[src/rtl/core_seq_ctrl.sv]
// Multi-cycle sequencer for the RV32 NPC datapath: fetch, decode-flag capture, memory access,
// single-cycle write-back strobes, retire counting and terminal halt/bus-error stops.
module core_seq_ctrl #(
    parameter int unsigned TIMEOUT = 16,
    parameter int unsigned CNT_W   = 32
) (
    input  logic             clk,
    input  logic             rst_n,
    output logic             ifu_req_o,
    input  logic             ifu_ack_i,
    input  logic             ifu_err_i,
    output logic             inst_latch_o,
    input  logic             dec_w_en_i,
    input  logic             dec_w_csr_en_i,
    input  logic             dec_mem_rd_en_i,
    input  logic             dec_mem_wr_en_i,
    output logic             lsu_req_o,
    output logic             lsu_we_o,
    input  logic             lsu_ack_i,
    input  logic             lsu_err_i,
    output logic             gpr_we_o,
    output logic             csr_we_o,
    output logic             pc_we_o,
    input  logic             halt_req_i,
    output logic             halted_o,
    output logic             bus_err_o,
    output logic [2:0]       state_o,
    output logic             retire_o,
    output logic [CNT_W-1:0] retire_cnt_o
);

    localparam int unsigned TW = $clog2(TIMEOUT);
    localparam logic [TW-1:0] ToLast = TW'(TIMEOUT - 1);

    typedef enum logic [2:0] {
        StIdle   = 3'd0,
        StFetch  = 3'd1,
        StDecode = 3'd2,
        StExec   = 3'd3,
        StMem    = 3'd4,
        StWb     = 3'd5,
        StHalt   = 3'd6,
        StError  = 3'd7
    } state_e;

    state_e           state_q, state_d;
    logic [TW-1:0]    to_cnt_q, to_cnt_d;
    logic             w_en_q, w_en_d;
    logic             csr_en_q, csr_en_d;
    logic             rd_q, rd_d;
    logic             wr_q, wr_d;
    logic             halt_q, halt_d;
    logic [CNT_W-1:0] cnt_q, cnt_d;

    always_ff @(posedge clk or negedge rst_n) begin
        if (!rst_n) begin
            state_q  <= StIdle;
            to_cnt_q <= '0;
            w_en_q   <= 1'b0;
            csr_en_q <= 1'b0;
            rd_q     <= 1'b0;
            wr_q     <= 1'b0;
            halt_q   <= 1'b0;
            cnt_q    <= '0;
        end else begin
            state_q  <= state_d;
            to_cnt_q <= to_cnt_d;
            w_en_q   <= w_en_d;
            csr_en_q <= csr_en_d;
            rd_q     <= rd_d;
            wr_q     <= wr_d;
            halt_q   <= halt_d;
            cnt_q    <= cnt_d;
        end
    end

    always_comb begin
        state_d      = state_q;
        to_cnt_d     = to_cnt_q;
        w_en_d       = w_en_q;
        csr_en_d     = csr_en_q;
        rd_d         = rd_q;
        wr_d         = wr_q;
        cnt_d        = cnt_q;
        // Halt is only recorded here; it takes effect at the next write-back.
        halt_d       = halt_q | (halt_req_i && state_q != StHalt && state_q != StError);
        ifu_req_o    = 1'b0;
        inst_latch_o = 1'b0;
        lsu_req_o    = 1'b0;
        lsu_we_o     = 1'b0;
        gpr_we_o     = 1'b0;
        csr_we_o     = 1'b0;
        pc_we_o      = 1'b0;
        retire_o     = 1'b0;
        halted_o     = 1'b0;
        bus_err_o    = 1'b0;

        unique case (state_q)
            StIdle: begin
                to_cnt_d = '0;
                state_d  = StFetch;
            end
            StFetch: begin
                ifu_req_o = 1'b1;
                if (ifu_err_i) begin
                    state_d = StError;
                end else if (ifu_ack_i) begin
                    inst_latch_o = 1'b1;
                    state_d      = StDecode;
                end else if (to_cnt_q == ToLast) begin
                    state_d = StError;
                end else begin
                    to_cnt_d = to_cnt_q + 1'b1;
                end
            end
            StDecode: begin
                w_en_d   = dec_w_en_i;
                csr_en_d = dec_w_csr_en_i;
                rd_d     = dec_mem_rd_en_i;
                wr_d     = dec_mem_wr_en_i;
                state_d  = StExec;
            end
            StExec: begin
                to_cnt_d = '0;
                state_d  = (rd_q || wr_q) ? StMem : StWb;
            end
            StMem: begin
                lsu_req_o = 1'b1;
                lsu_we_o  = wr_q;
                if (lsu_err_i) begin
                    state_d = StError;
                end else if (lsu_ack_i) begin
                    state_d = StWb;
                end else if (to_cnt_q == ToLast) begin
                    state_d = StError;
                end else begin
                    to_cnt_d = to_cnt_q + 1'b1;
                end
            end
            StWb: begin
                pc_we_o  = 1'b1;
                retire_o = 1'b1;
                gpr_we_o = w_en_q;
                csr_we_o = csr_en_q;
                cnt_d    = cnt_q + 1'b1;
                to_cnt_d = '0;
                state_d  = (halt_q || halt_req_i) ? StHalt : StFetch;
            end
            StHalt:  halted_o = 1'b1;
            StError: bus_err_o = 1'b1;
            default: state_d = StIdle;
        endcase
    end

    assign state_o      = state_q;
    assign retire_cnt_o = cnt_q;

endmodule

[config.mk]
export PLATFORM = sky130hd
export DESIGN_NAME = core_seq_ctrl
export DESIGN_NICKNAME = d
export VERILOG_FILES = /design/src/rtl/core_seq_ctrl.sv
export SDC_FILE = /design/constraint.sdc
export NUM_CORES = 1
export LEC_CHECK = 0
export ABC_AREA = 1
export BUFFER_PORTS_ARGS = -buffer_cell sky130_fd_sc_hd__buf_2
export CAP_MARGIN = 5
export CORE_ASPECT_RATIO = 2
export CORE_MARGIN = 4
export CORE_UTILIZATION = 40
export CTS_CLUSTER_DIAMETER = 80
export DETAILED_ROUTE_END_ITERATION = 8
export MAX_ROUTING_LAYER = met4
export PLACE_DENSITY = 0.66
export RECOVER_POWER = 100
export SLEW_MARGIN = 10
export SYNTH_ARGS = -nofsm -noshare
export SYNTH_HDL_FRONTEND = slang
export SYNTH_SLANG_ARGS = --single-unit
[constraint.sdc]
create_clock -name clk -period 3 [get_ports clk]
set_input_delay 0.3 -clock clk [delete_from_list [all_inputs] [get_ports clk]]
set_output_delay 0.3 -clock clk [all_outputs]
set_load 0.05 [all_outputs]
-- After elaboration in Yosys (flattened, before gate mapping)
Cells that the tools add are included.
- bits in registers: 44
- bits in latches: 0
- bits in writable memories: 0
- ROM bits: 0
- input bits: 11
- output and inout port bits: 45
- logic and storage cells: 59
- memories kept: 0
- add/subtract/negate cells: 2
- multiply operators: 0
- div/mod/pow operators: 0
- order comparisons: 0
- eq/ne operators: 14
- shifts and indexed selects: 0
- multiplexer cells: 25
- bitwise operators: 1
- reduce and logical (&&, ||, !) cells: 9
- operators by type and width (operator ; number):
    32-bit by 1-bit adder with 32-bit output (second input constant) ; 1
    4-bit 2-to-1 mux ; 5
    3-bit 2-to-1 mux ; 6
    3-bit case mux with 6 select lines ; 1
    3-bit == test (second input constant) ; 4
    1-bit 2-to-1 mux ; 12
    4-bit case mux with 3 select lines ; 1
    2-bit != test (second input constant) ; 4
    3-bit by 2-bit == test with 1-bit output (second input constant) ; 2
    3-bit != test (second input constant) ; 2
    6-bit nonzero test ; 1
    5-bit AND reduction ; 1
    4-bit by 1-bit adder with 4-bit output (second input constant) ; 1
    4-bit == test (second input constant) ; 1
    3-bit by 1-bit == test with 1-bit output (second input constant) ; 1
    3-bit logical NOT ; 1
    3-bit nonzero test ; 1
    3-bit OR reduction ; 1
    1-bit logical AND ; 2
    1-bit logical OR ; 2
    1-bit OR ; 1

-- Depth between registers and ports, before layout
Gate-level depths: netlist of run 1.
- depth in word-level cells: 5
- mapped depth: 10
- mapped depth without buffers: 9

-- Least setup slack after synthesis of run 1
OpenSTA, ideal clock, no wires.
- path kind: reg2out
- start: register state_q[0] (netlist: state_o[0])
- end: output port inst_latch_o
- arrival time: 2.002 ns
- required time: 2.700 ns
- slack: 0.698 ns
- stages on the path, launching flop included: 4
- buffers on the path: 1
- cells stage by stage: dfrtp_1 -> buf_6 -> nand3_2 -> nor3_1
- longest elaborated chain between the ends: 2
- RTL lines (what ; RTL line ; source):
    from (decl) ; 46 ; state_e state_q, state_d;
    from (signal assigned) ; 57 ; state_q <= StIdle;
    from (signal assigned) ; 66 ; state_q <= state_d;
    3-bit by 1-bit == test with 1-bit output ; 98 ; unique case (state_q)
    1-bit 2-to-1 mux ; 98 ;
    to (decl) ; 12 ; output logic inst_latch_o,
No other way between the ends.

-- Worst setup path in the final report of run 1
- start: register state_q[1] (netlist: state_o[1])
- end: output port retire_o
- longest elaborated chain between the ends: 2
- RTL lines (what ; RTL line ; source):
    3-bit == test ; 98 ;
    1-bit 2-to-1 mux ; 98 ;
    to (decl) ; 28 ; output logic retire_o,
No other way between the ends.

==> results of run 1 <==
## through the flow
stage / std cells / hold slack [ns] / instance area, µm²
2_1_floorplan: 338 / 0.00441 / 2590
3_3_place_gp: 476 / 0.487 / 2940
3_5_place_dp: 476 / 0.488 / 2940
4_1_cts: 484 / 0.209 / 3100
5_1_grt: 484 / 0.232 / 2970
6_report: 484 / 0.177 / 2970
## cells in the mapped netlist
| library cell | count | area [µm²] |
|---|---|---|
| sky130_fd_sc_hd__nand4_1 | 9 | 56.3 |
| sky130_fd_sc_hd__nor2_8 | 1 | 20.0 |
| sky130_fd_sc_hd__o21ai_1 | 3 | 15.0 |
| sky130_fd_sc_hd__nand3_2 | 2 | 20.0 |
| sky130_fd_sc_hd__nand3_4 | 2 | 35.0 |
| sky130_fd_sc_hd__mux2_2 | 1 | 11.3 |
| sky130_fd_sc_hd__buf_6 | 2 | 22.5 |
| sky130_fd_sc_hd__dfrtp_1 | 44 | 1100 |
| sky130_fd_sc_hd__inv_1 | 28 | 105 |
| sky130_fd_sc_hd__nand2_1 | 107 | 402 |
| sky130_fd_sc_hd__nand2_2 | 5 | 31.3 |
| sky130_fd_sc_hd__nand3_1 | 20 | 100 |
| sky130_fd_sc_hd__inv_2 | 4 | 15.0 |
| sky130_fd_sc_hd__nor2_2 | 5 | 31.3 |
| sky130_fd_sc_hd__o21bai_1 | 1 | 7.51 |
| sky130_fd_sc_hd__nor2_4 | 5 | 56.3 |
| sky130_fd_sc_hd__nand2_4 | 1 | 11.3 |
| sky130_fd_sc_hd__nor3_1 | 7 | 35.0 |
| sky130_fd_sc_hd__ha_1 | 3 | 37.5 |
| sky130_fd_sc_hd__xnor2_1 | 11 | 96.3 |
| sky130_fd_sc_hd__nand3b_1 | 2 | 15.0 |
| sky130_fd_sc_hd__a21oi_1 | 4 | 20.0 |
| sky130_fd_sc_hd__nor2_1 | 52 | 195 |
| sky130_fd_sc_hd__o21ai_0 | 5 | 25.0 |
| sky130_fd_sc_hd__xor2_1 | 13 | 114 |
| sky130_fd_sc_hd__buf_4 | 1 | 7.51 |
## routing by layer
metal  wire [µm]  share of wire
met1        2520           0.37
met2        3840           0.56
met3         291          0.042
met4         204          0.030
met5           0              0
## worst paths after layout
path / depth (start not counted) / slack, ns / end / start
min in group clk: 3 / 0.22 / wr_q$_DFFE_PN0P_ / dec_mem_wr_en_i
max: 4 / 0.76 / retire_o / state_o[1]$_DFFE_PN0P_
min reg2reg: 2 / 0.50 / halt_q$_DFF_PN0_ / halt_q$_DFF_PN0_
min: 1 / 0.18 / csr_en_q$_DFFE_PN0P_ / rst_n
max reg2reg: 8 / 0.88 / retire_cnt_o[24]$_DFFE_PN0P_ / state_o[1]$_DFFE_PN0P_
max in group asynchronous: 1 / 2.20 / retire_cnt_o[18]$_DFFE_PN0P_ / rst_n
## layout make-up
type                            instances  area (µm²)  area share
Timing Repair Buffer                   55         219      0.0738
Sequential cell                        44        1100       0.371
Clock inverter                          2        35.0      0.0118
Tap cell                               86         108      0.0363
Inverter                               32         120      0.0405
Multi-Input combinational cell        259        1260       0.423
Clock buffer                            6         129      0.0434
## flip-flops by register name, indices dropped and copies added (netlist names)
| signal | count |
|---|---|
| retire_cnt_o | 32 |
| to_cnt_q | 4 |
| state_o | 3 |
| csr_en_q | 1 |
| halt_q | 1 |
| rd_q | 1 |
| w_en_q | 1 |
| wr_q | 1 |
## worst reg2reg max path, cell delays in order (launching register included)
cell,delay (ns)
sky130_fd_sc_hd__dfrtp_1,0.45
sky130_fd_sc_hd__inv_1,0.20
sky130_fd_sc_hd__nand3_4,0.20
sky130_fd_sc_hd__inv_1,0.30
sky130_fd_sc_hd__nand2_1,0.12
sky130_fd_sc_hd__nor2_1,0.41
sky130_fd_sc_hd__nand2_2,0.11
sky130_fd_sc_hd__o21ai_0,0.16
sky130_fd_sc_hd__nand2_1,0.07
## cell families (layout without fill, tap and decap cells)
| family | Yosys count | count (layout) | share of synthesized area |
|---|---|---|---|
| AOI/OAI and AO/OA | 13 | 13 | 0.0261 |
| xor gates and xnor gates | 24 | 24 | 0.0813 |
| adders and majority gates | 3 | 3 | 0.0145 |
| buffers and inverters | 35 | 95 | 0.0581 |
| DFF | 44 | 44 | 0.426 |
| muxes | 1 | 1 | 0.00435 |
| and+or+nand+nor | 218 | 218 | 0.390 |
## power by group
group          total [µW]  switching [µW]  internal, µW  leakage (µW)
clock                 616             225           392     0.0000808
sequential            593    0.0000000369           593      0.000589
combinational        21.7            16.0          5.62      0.000786
==> results_dict.tcl, run 1 <==
set metrics [dict create \
    antennaDiodeCount 0 \
    maxClockFrequency_ghz 0.447 \
    half_perimeter_wire_length_after_detailed_placement_um 5320 \
    run_status "finished clean" \
    clk_pin_slew_ns 0.06 \
    global_route.usage.met3 0.0258 \
    worst-endpoint-required_ns 2.70 \
    globalRoute.totalOverflow 0 \
    hold_buffers 0 \
    worstSkewPairLatency_ns 0.29 \
    worstPathMaxFanout 12 \
    die_area_um2 7890 \
    cells_along_the_critical_path "inv_1, nand3_4, inv_1, clkbuf_1" \
    layout.core_utilization 0.470 \
    dieHeight_um 122 \
    dr.first_iter.drc_count 82 \
    cts_sinks 44 \
    synth_seq_cells 44 \
    cts.repair_timing.setup_buffer_count 0 \
    place.gp.congestion 0.836 \
    drt_pre_antenna_iters 6 \
    holdCritPathClass "input pin to asynchronous set/reset pin" \
    avgViaCountPerCell 4.86 \
    ys.warnings.count 0 \
    critPathBufInv 3 \
    n_fill_cell 688 \
    grt_start_max_net_pins 45 \
    dp_slack_ns 1.26 \
    deepest_clock_path_buffer_count 2 \
    worst-slew-pin-transition_ns 0.993 \
    start_util 0.410 \
    period_needed_ns 2.24 \
    seq_area_frac_synth 0.426 \
    critical_path.max_stage_delay_ns 0.51 \
    cts_tree "done" \
    drc 0 \
    cts_buffers 5 \
    maximum_vdd_ir_drop_v 0.000273 \
    syn_avg_cell_area_um2 7.65 \
    num_rows 41 \
    postLayoutSetupSlackWorst_ns 0.763 \
    timing.critical_path.to_type "primary output" \
    cpLargestDelayFamily "buffers and inverters" \
    synthesis.nets 352 \
    syn-instance-count 338 \
    io_pins 56 \
    leakage_uw 0.00146 \
    chipWidth_um 64.9 \
    period_share 0.746 \
    most-common-layout-cells "sky130_fd_sc_hd__nand2_1 (110), sky130_fd_sc_hd__nor2_1 (60), sky130_fd_sc_hd__clkbuf_1 (46), sky130_fd_sc_hd__dfrtp_1 (44), sky130_fd_sc_hd__inv_1 (31)" \
    cp_most_frequent_cell "sky130_fd_sc_hd__inv_1" \
    hold_violations 0 \
    gr-max-usage-layer "met2" \
    slew_viol_final 0 \
    critical_path_arrival_ns 1.94 \
    vias 2350 \
    setup-tns-final_ns 0 \
    grt_use_met1 0.185 \
    grt_use_total 0.190 \
    worst_relative_slew_slack 0.338 \
    areaGrowthSynthToFinish_pct 14.8 \
    power-per-cell-area_nw_per_um2 415 \
    core-area_um2 6310 \
    setup.worst_path.start_class "flip-flop" \
    layout.cells.most_common "sky130_fd_sc_hd__nand2_1" \
    grt.met2_usage 0.356 \
    post_synth_num_cell_types 26 \
    route.detailed.wl_per_inst_um 14.2 \
    buffer_ports.inserted 55 \
    final_net_count 411 \
    timing.setup.critical_path_class "flip-flop to primary output" \
    finalPower_uw 1230 \
    drive_above_1_share 0.0704 \
    wl_um 6860 \
    report.final.setup_viol 0 \
    number_of_antenna_violations_at_the_first_check_in_global_routing 0 \
    global_route_wire_length_before_repair_um 11000 \
    postRouteAntennaNets 0 \
    cap_violations 0 \
    syn-cell-area_um2 2590 \
    h_tree_levels 2 \
    grt_pass1_vias 2326 \
    rsz0062_at_grt "false" \
    clock_tree.root_cell "sky130_fd_sc_hd__clkbuf_16" \
    finClkSkew_ns 0.00528 \
    critical_path.slowest_cell "sky130_fd_sc_hd__clkbuf_1" \
    cts_resized 0 \
]
Power figures use the tool's default switching activity.
==> run 2, diff against run 1 <==
==> constraint.sdc (replaced) <==
create_clock -name clk -period 2.2 [get_ports clk]
set_input_delay 0.22 -clock clk [delete_from_list [all_inputs] [get_ports clk]]
set_output_delay 0.22 -clock clk [all_outputs]
set_load 0.05 [all_outputs]
==> run 2 against run 1 <==
  * Via count fell by 1.1%
  * Critical path depth stayed put
  * Sequential cell count did not move
  * Worst setup slack got worse by 0.54 ns
  * First-iteration DRC count up 59%
  * Count of clock-buffer cells in the layout unchanged
  * Final cell count is the same
  * Sequential power up 36%
  * Highest routed layer unchanged
==> results_dict.tcl, run 2 (synthesis results as in run 1) <==
set metrics [dict create \
    regToRegEndpoint "retire_cnt_o[24]$_DFFE_PN0P_" \
    beginning_of_the_worst_hold_path "dec_w_csr_en_i" \
    rrSetupSlack_ns 0.30 \
    critical_path.slowest_cell "sky130_fd_sc_hd__clkbuf_1" \
    drc 0 \
    final-instance-count-excl-fill 484 \
    clock_tree.root_cell "sky130_fd_sc_hd__clkbuf_16" \
    buffer_ports.inserted 55 \
    chipWidth_um 64.9 \
    post_dp_cell_area_um2 2950 \
    place.gp.congestion 0.852 \
    report.final.setup_viol 0 \
    grt_pass1_vias 2278 \
    critical_path_arrival_ns 1.76 \
    period_needed_ns 1.98 \
    rsz0062_at_grt "false" \
    run_status "finished clean" \
    worstSkewPairLatency_ns 0.29 \
    reg2reg_depth 8 \
    start_util 0.410 \
    dr.first_iter.drc_count 130 \
    antennaDiodeCount 0 \
    worst-endpoint-required_ns 1.98 \
    setup-tns-final_ns 0 \
    global_route_wire_length_before_repair_um 10900 \
    grt_start_max_net_pins 45 \
    vias 2323 \
    areaGrowthSynthToFinish_pct 14.6 \
    cts_buffers 5 \
    worst-slew-pin-transition_ns 1.08 \
    cts_sinks 44 \
    timing.hold.worst_endpoint "csr_en_q$_DFFE_PN0P_" \
    area.sequential_um2 1100 \
    die_area_um2 7890 \
    h_tree_levels 2 \
    critical_path.max_stage_delay_ns 0.51 \
    maximum_vdd_ir_drop_v 0.000354 \
    n_fill_cell 712 \
    wl_um 6730 \
    hold_depth 3 \
    holdCritPathClass "input pin to flip-flop" \
    postRouteAntennaNets 0 \
    num_rows 41 \
    finClkSkew_ns 0.00642 \
    grt_use_total 0.189 \
    route.detailed.wl_per_inst_um 13.9 \
    number_of_antenna_violations_at_the_first_check_in_global_routing 0 \
    setup.worst_path.start_class "flip-flop" \
    most-common-layout-cells "sky130_fd_sc_hd__nand2_1 (111), sky130_fd_sc_hd__nor2_1 (58), sky130_fd_sc_hd__clkbuf_1 (44), sky130_fd_sc_hd__dfrtp_1 (44), sky130_fd_sc_hd__inv_1 (30)" \
    globalRoute.totalOverflow 0 \
    core-area_um2 6310 \
    cts.repair_timing.setup_buffer_count 0 \
    drive_above_1_share 0.0829 \
    critPathBufInv 2 \
    cap_violations 0 \
    worstPathMaxFanout 7 \
    half_perimeter_wire_length_after_detailed_placement_um 5310 \
    dieHeight_um 122 \
    final_net_count 412 \
    power-per-cell-area_nw_per_um2 521 \
    timing.critical_path.to_type "primary output" \
    multi_input_comb_area_um2 1270 \
    place_inst 477 \
    period_share 0.898 \
    timing.setup.critical_path_class "flip-flop to primary output" \
    maxClockFrequency_ghz 0.506 \
    cpLargestDelayFamily "buffers and inverters" \
    layout.cells.most_common "sky130_fd_sc_hd__nand2_1" \
    cells_along_the_critical_path "inv_1, nand3_2, nor3_2, clkbuf_1" \
    finalPower_uw 1540 \
    io_pins 56 \
    hold_buffers 0 \
    leakage_uw 0.00145 \
    avgViaCountPerCell 4.80 \
    worst_relative_slew_slack 0.278 \
    deepest_clock_path_buffer_count 2 \
    clk_pin_slew_ns 0.06 \
    fin_worst_hold_slack_ns 0.148 \
    largest_reg_flops 32 \
    cts_tree "done" \
    hold_violations 0 \
    slew_viol_final 0 \
    cts_resized 0 \
    drt_pre_antenna_iters 4 \
    worst_r2r_startpoint "state_o[1]$_DFFE_PN0P_" \
    finish.instance_area_um2 2960 \
]
run 2: cell count changes in the layout (fill, tap and decap cells not counted):
cell / before / now
sky130_fd_sc_hd__nand2_2: 2 / 1
sky130_fd_sc_hd__nor3_1: 7 / 6
sky130_fd_sc_hd__bufinv_16: 1 / 0
sky130_fd_sc_hd__clkbuf_1: 46 / 44
sky130_fd_sc_hd__inv_2: 1 / 2
sky130_fd_sc_hd__clkbuf_2: 0 / 3
sky130_fd_sc_hd__nor2_4: 0 / 2
sky130_fd_sc_hd__nor3_2: 0 / 1
sky130_fd_sc_hd__nor2_1: 60 / 58
sky130_fd_sc_hd__inv_1: 31 / 30
sky130_fd_sc_hd__nand2_1: 110 / 111
run 2: layer usage:
| layer | part of all wire | vias up | GRT usage | wire, µm |
|---|---|---|---|---|
| met5 | 0 | - | - | 0 |
| met4 | 0.035 | 0 | 0.0980 | 235 |
| met3 | 0.044 | 17 | 0.0360 | 293 |
| met2 | 0.56 | 62 | 0.348 | 3760 |
| met1 | 0.36 | 1066 | 0.182 | 2440 |
| li1 | - | 1178 | - | - |
run 2: how the worst max path moves through the flow:
stage / startpoint / endpoint / slack, ns / cells after the start
floorplan: state_o[0]$_DFFE_PN0P_ / csr_we_o / 0.23 / 4
global placement: state_o[0]$_DFFE_PN0P_ / retire_cnt_o[24]$_DFFE_PN0P_ / 0.50 / 7
detailed placement: state_o[0]$_DFFE_PN0P_ / retire_cnt_o[24]$_DFFE_PN0P_ / 0.44 / 7
CTS: state_o[0]$_DFFE_PN0P_ / retire_o / 0.31 / 3
global route: state_o[1]$_DFFE_PN0P_ / retire_cnt_o[26]$_DFFE_PN0P_ / 0.13 / 8
finish: state_o[2]$_DFFE_PN0P_ / inst_latch_o / 0.22 / 4
run 2: power by group:
part | internal, µW | leakage [µW] | switching, µW | total, µW
Sequential | 809 | 0.000589 | 0.0000000528 | 809
Combinational | 8.19 | 0.000795 | 21.5 | 29.7
Clock | 412 | 0.0000667 | 291 | 703
Total | 1230 | 0.00145 | 312 | 1540
run 2: metrics by stage:
stage                util  setup slack (ns)
finish              0.470             0.224
floorplan               -             0.230
CTS                 0.489             0.314
global route        0.470             0.131
detailed placement  0.468             0.440
global placement    0.468             0.502
run 2: worst min-delay path: stages:
cell and delay [ns]:
sky130_fd_sc_hd__buf_2 0.07, sky130_fd_sc_hd__nand2_1 0.04, sky130_fd_sc_hd__o21ai_0 0.06
run 2: area by class of cell:
type	count	share of cell area
well taps	86	0.0363
clock inverters	1	0.00169
repair buffers	56	0.0764
clock buffers	6	0.0435
flip-flops and latches	44	0.372
inverters	32	0.0405
multi-input cells	259	0.430
==> run 3, diff against run 2 <==
--- a/config.mk
+++ b/config.mk
@@ -5,7 +5,6 @@
 export SDC_FILE = /design/constraint.sdc
 export NUM_CORES = 1
 export LEC_CHECK = 0
-export ABC_AREA = 1
 export BUFFER_PORTS_ARGS = -buffer_cell sky130_fd_sc_hd__buf_2
 export CAP_MARGIN = 5
 export CORE_ASPECT_RATIO = 2
@@ -14,7 +13,7 @@
 export CTS_CLUSTER_DIAMETER = 80
 export DETAILED_ROUTE_END_ITERATION = 8
 export MAX_ROUTING_LAYER = met4
-export PLACE_DENSITY = 0.66
+export PLACE_DENSITY = 0.67
 export RECOVER_POWER = 100
 export SLEW_MARGIN = 10
 export SYNTH_ARGS = -nofsm -noshare
==> run 3 against run 2 <==
  * Critical path depth increased by 2
  * Cell area down 11%
  * Clock power is 32% lower
  * Sequential share of layout area rose by 4.7 points
  * Sequential cell count did not move
  * Routed wire length shrank 28%
  * Final cell count fell by 30%
  * Global-route usage down 3.0 points
  * Via count decreased by 23%
  * Fmax fell by 3.4%
  * Critical path type unchanged
  * Area after synthesis down 14%
==> results_dict.tcl, run 3 <==
set metrics [dict create \
    finish.instance_area_um2 2630 \
    globalRoute.totalOverflow 0 \
    clk_pin_slew_ns 0.08 \
    timing.critical_path.to_type "primary output" \
    postLayoutSetupSlackWorst_ns 0.154 \
    asyncSetResetFlopFracSynth 1.00 \
    area.sequential_um2 1100 \
    areaGrowthSynthToFinish_pct 17.9 \
    h_tree_levels 2 \
    grt_pass1_vias 1799 \
    num_rows 38 \
    timing.critical_path.from "state_o[1]$_DFFE_PN0P_" \
    regToRegEndpoint "to_cnt_q[3]$_DFFE_PN0P_" \
    deepest_clock_path_buffer_count 2 \
    finClkSkew_ns 0.00572 \
    ys.warnings.count 0 \
    core-area_um2 5420 \
    hold_violations 0 \
    dr.first_iter.drc_count 85 \
    n_fill_cell 570 \
    yosysMostFrequentCell "sky130_fd_sc_hd__dfrtp_1" \
    worstSkewPairLatency_ns 0.30 \
    drive_above_1_share 0.148 \
    period_needed_ns 2.05 \
    cts_tree "done" \
    beginning_of_the_worst_hold_path "halt_req_i" \
    timing.hold.worst_endpoint "halt_q$_DFF_PN0_" \
    worst-slew-pin-transition_ns 0.968 \
    syn-instance-count 213 \
    synth_seq_cells 44 \
    rrSetupSlack_ns 0.23 \
    reg2reg_depth 6 \
    synthesis.nets 227 \
    worstPathMaxFanout 7 \
    dominant_register_cell_in_the_synthesized_netlist "sky130_fd_sc_hd__dfrtp_1" \
    timing.setup.critical_path_class "flip-flop to primary output" \
    avgViaCountPerCell 5.28 \
    run_status "finished clean" \
    dieHeight_um 114 \
    synth_top_cells_by_count "sky130_fd_sc_hd__dfrtp_1 (44), sky130_fd_sc_hd__xnor2_1 (25), sky130_fd_sc_hd__nand2_1 (21)" \
    cap_violations 0 \
    cts_buffers 5 \
    worst_relative_slew_slack 0.355 \
    slew_viol_final 0 \
    synth_top_cell_by_area "sky130_fd_sc_hd__dfrtp_1" \
    start_util 0.412 \
    critical_path_arrival_ns 1.83 \
    report.final.setup_viol 0 \
    dp_slack_ns 0.228 \
    largest_reg_flops 32 \
    place.gp.congestion 0.879 \
    die_area_um2 6910 \
    wl_um 4870 \
    cts_sinks 44 \
    synth_edf_count 0 \
    grt_use_total 0.160 \
    setup.worst_path.start_class "flip-flop" \
    vias 1779 \
    period_share 0.930 \
    clock_tree.root_cell "sky130_fd_sc_hd__clkbuf_8" \
    hold_depth 2 \
    post_synth_top_area_share 0.494 \
    seq_area_frac_synth 0.494 \
    global_route_wire_length_before_repair_um 8160 \
    maximum_vdd_ir_drop_v 0.000691 \
    maxClockFrequency_ghz 0.489 \
    syn_avg_cell_area_um2 10.5 \
    half_perimeter_wire_length_after_detailed_placement_um 3790 \
    io_pins 56 \
    chipWidth_um 60.8 \
    leakage_uw 0.00118 \
    multi_input_comb_area_um2 1080 \
    worst_r2r_startpoint "to_cnt_q[0]$_DFFE_PN0P_" \
    drt_pre_antenna_iters 4 \
    worst-endpoint-required_ns 1.98 \
    syn-cell-area_um2 2230 \
    postRouteAntennaNets 0 \
    most-common-layout-cells "sky130_fd_sc_hd__dfrtp_1 (44), sky130_fd_sc_hd__clkbuf_1 (41), sky130_fd_sc_hd__xnor2_1 (25), sky130_fd_sc_hd__nand2_1 (20), sky130_fd_sc_hd__nor2_1 (19)" \
    drc 0 \
    rsz0062_at_grt "false" \
    post_dp_cell_area_um2 2610 \
    route.detailed.wl_per_inst_um 14.5 \
    antennaDiodeCount 0 \
    grt_start_max_net_pins 19 \
    final_net_count 291 \
    yosys-top-cells-area "sky130_fd_sc_hd__dfrtp_1 (49%), sky130_fd_sc_hd__xnor2_1 (9.8%), sky130_fd_sc_hd__nand3_1 (3.6%), sky130_fd_sc_hd__nand2_1 (3.5%), sky130_fd_sc_hd__nor2_1 (3.4%)" \
    post_synth_num_cell_types 40 \
    holdCritPathClass "input pin to flip-flop" \
    number_of_antenna_violations_at_the_first_check_in_global_routing 0 \
    buffer_ports.inserted 55 \
    power-per-cell-area_nw_per_um2 1120 \
    layout.cells.most_common "sky130_fd_sc_hd__dfrtp_1" \
]
[run 3: changes by cell type in the layout (fill, tap and decap cells not counted), sizes merged, moves of 4 or more]
cell    before  now
and2         0    5
mux2         1    5
nor2        63   20
nand2      113   21
nand3       24   16
nand2b       0    5
and3         0    7
xor2        13    8
xnor2       11   25
inv         32    5
[run 3: where the power goes]
part	switching, µW	internal [µW]
Combinational	959	447
Clock	264	216
Sequential	112	943
[run 3: worst max-delay path: stages, from the launching register on]
cell,delay [ns]
sky130_fd_sc_hd__dfrtp_1,0.40
sky130_fd_sc_hd__buf_4,0.17
sky130_fd_sc_hd__inv_1,0.19
sky130_fd_sc_hd__nand2_2,0.15
sky130_fd_sc_hd__nor2_4,0.19
sky130_fd_sc_hd__and2_2,0.17
sky130_fd_sc_hd__clkbuf_2,0.26
[run 3: cell type report]
cell class,count,area share
Clock buffer,6,0.0276
Clock inverter,1,0.00190
Inverter,5,0.00713
Multi-Input combinational cell,159,0.412
Sequential cell,44,0.418
Tap cell,60,0.0285
Timing Repair Buffer,62,0.105
[run 3: routing by layer]
metal  track usage  part of all wire  wire [µm]  up-vias
li1              -                 -          -      865
met1         0.171              0.38       1850      855
met2         0.273              0.54       2620       48
met3        0.0306             0.055        266       11
met4        0.0724             0.029        139        0
met5             -                 0          0        -
[run 3: cells by family after synthesis]
logic type	count (synthesis)	synth area share
and+or+nand+nor	93	0.223
DFF	44	0.494
xor gates and xnor gates	33	0.130
AOI/OAI and AO/OA	22	0.0752
buffers and inverters	10	0.0236
muxes	8	0.0387
adders and majority gates	3	0.0168
[run 3: how the worst max path moves through the flow]
stage | end
after global placement | to_cnt_q[3]$_DFFE_PN0P_
after CTS | csr_we_o
after detailed placement | to_cnt_q[3]$_DFFE_PN0P_
final | csr_we_o
after floorplan | inst_latch_o
after global routing | gpr_we_o
[run 3: what timing repair did]
| action | in CTS | in global routing |
|---|---|---|
| setup buffers | 0 | 0 |
| setup endpoints to repair | 0 | 2 |
| endpoints found under the hold margin | 16 | 0 |
| gates resized for setup | 0 | 1 |
| hold buffers | 1 | 0 |
[run 3: stage by stage]
step | setup TNS [ns] | total power (µW) | utilization | hold WS, ns | cells
6_report | 0 | 2940 | 0.485 | 0.148 | 337
4_1_cts | 0 | 3000 | 0.497 | 0.137 | 337
2_1_floorplan | -0.698 | 2160 | - | -0.0756 | 213
3_5_place_dp | 0 | 2510 | 0.481 | 0.174 | 329
5_1_grt | 0 | 3140 | 0.485 | 0.150 | 337
3_3_place_gp | 0 | 2480 | 0.481 | 0.169 | 329
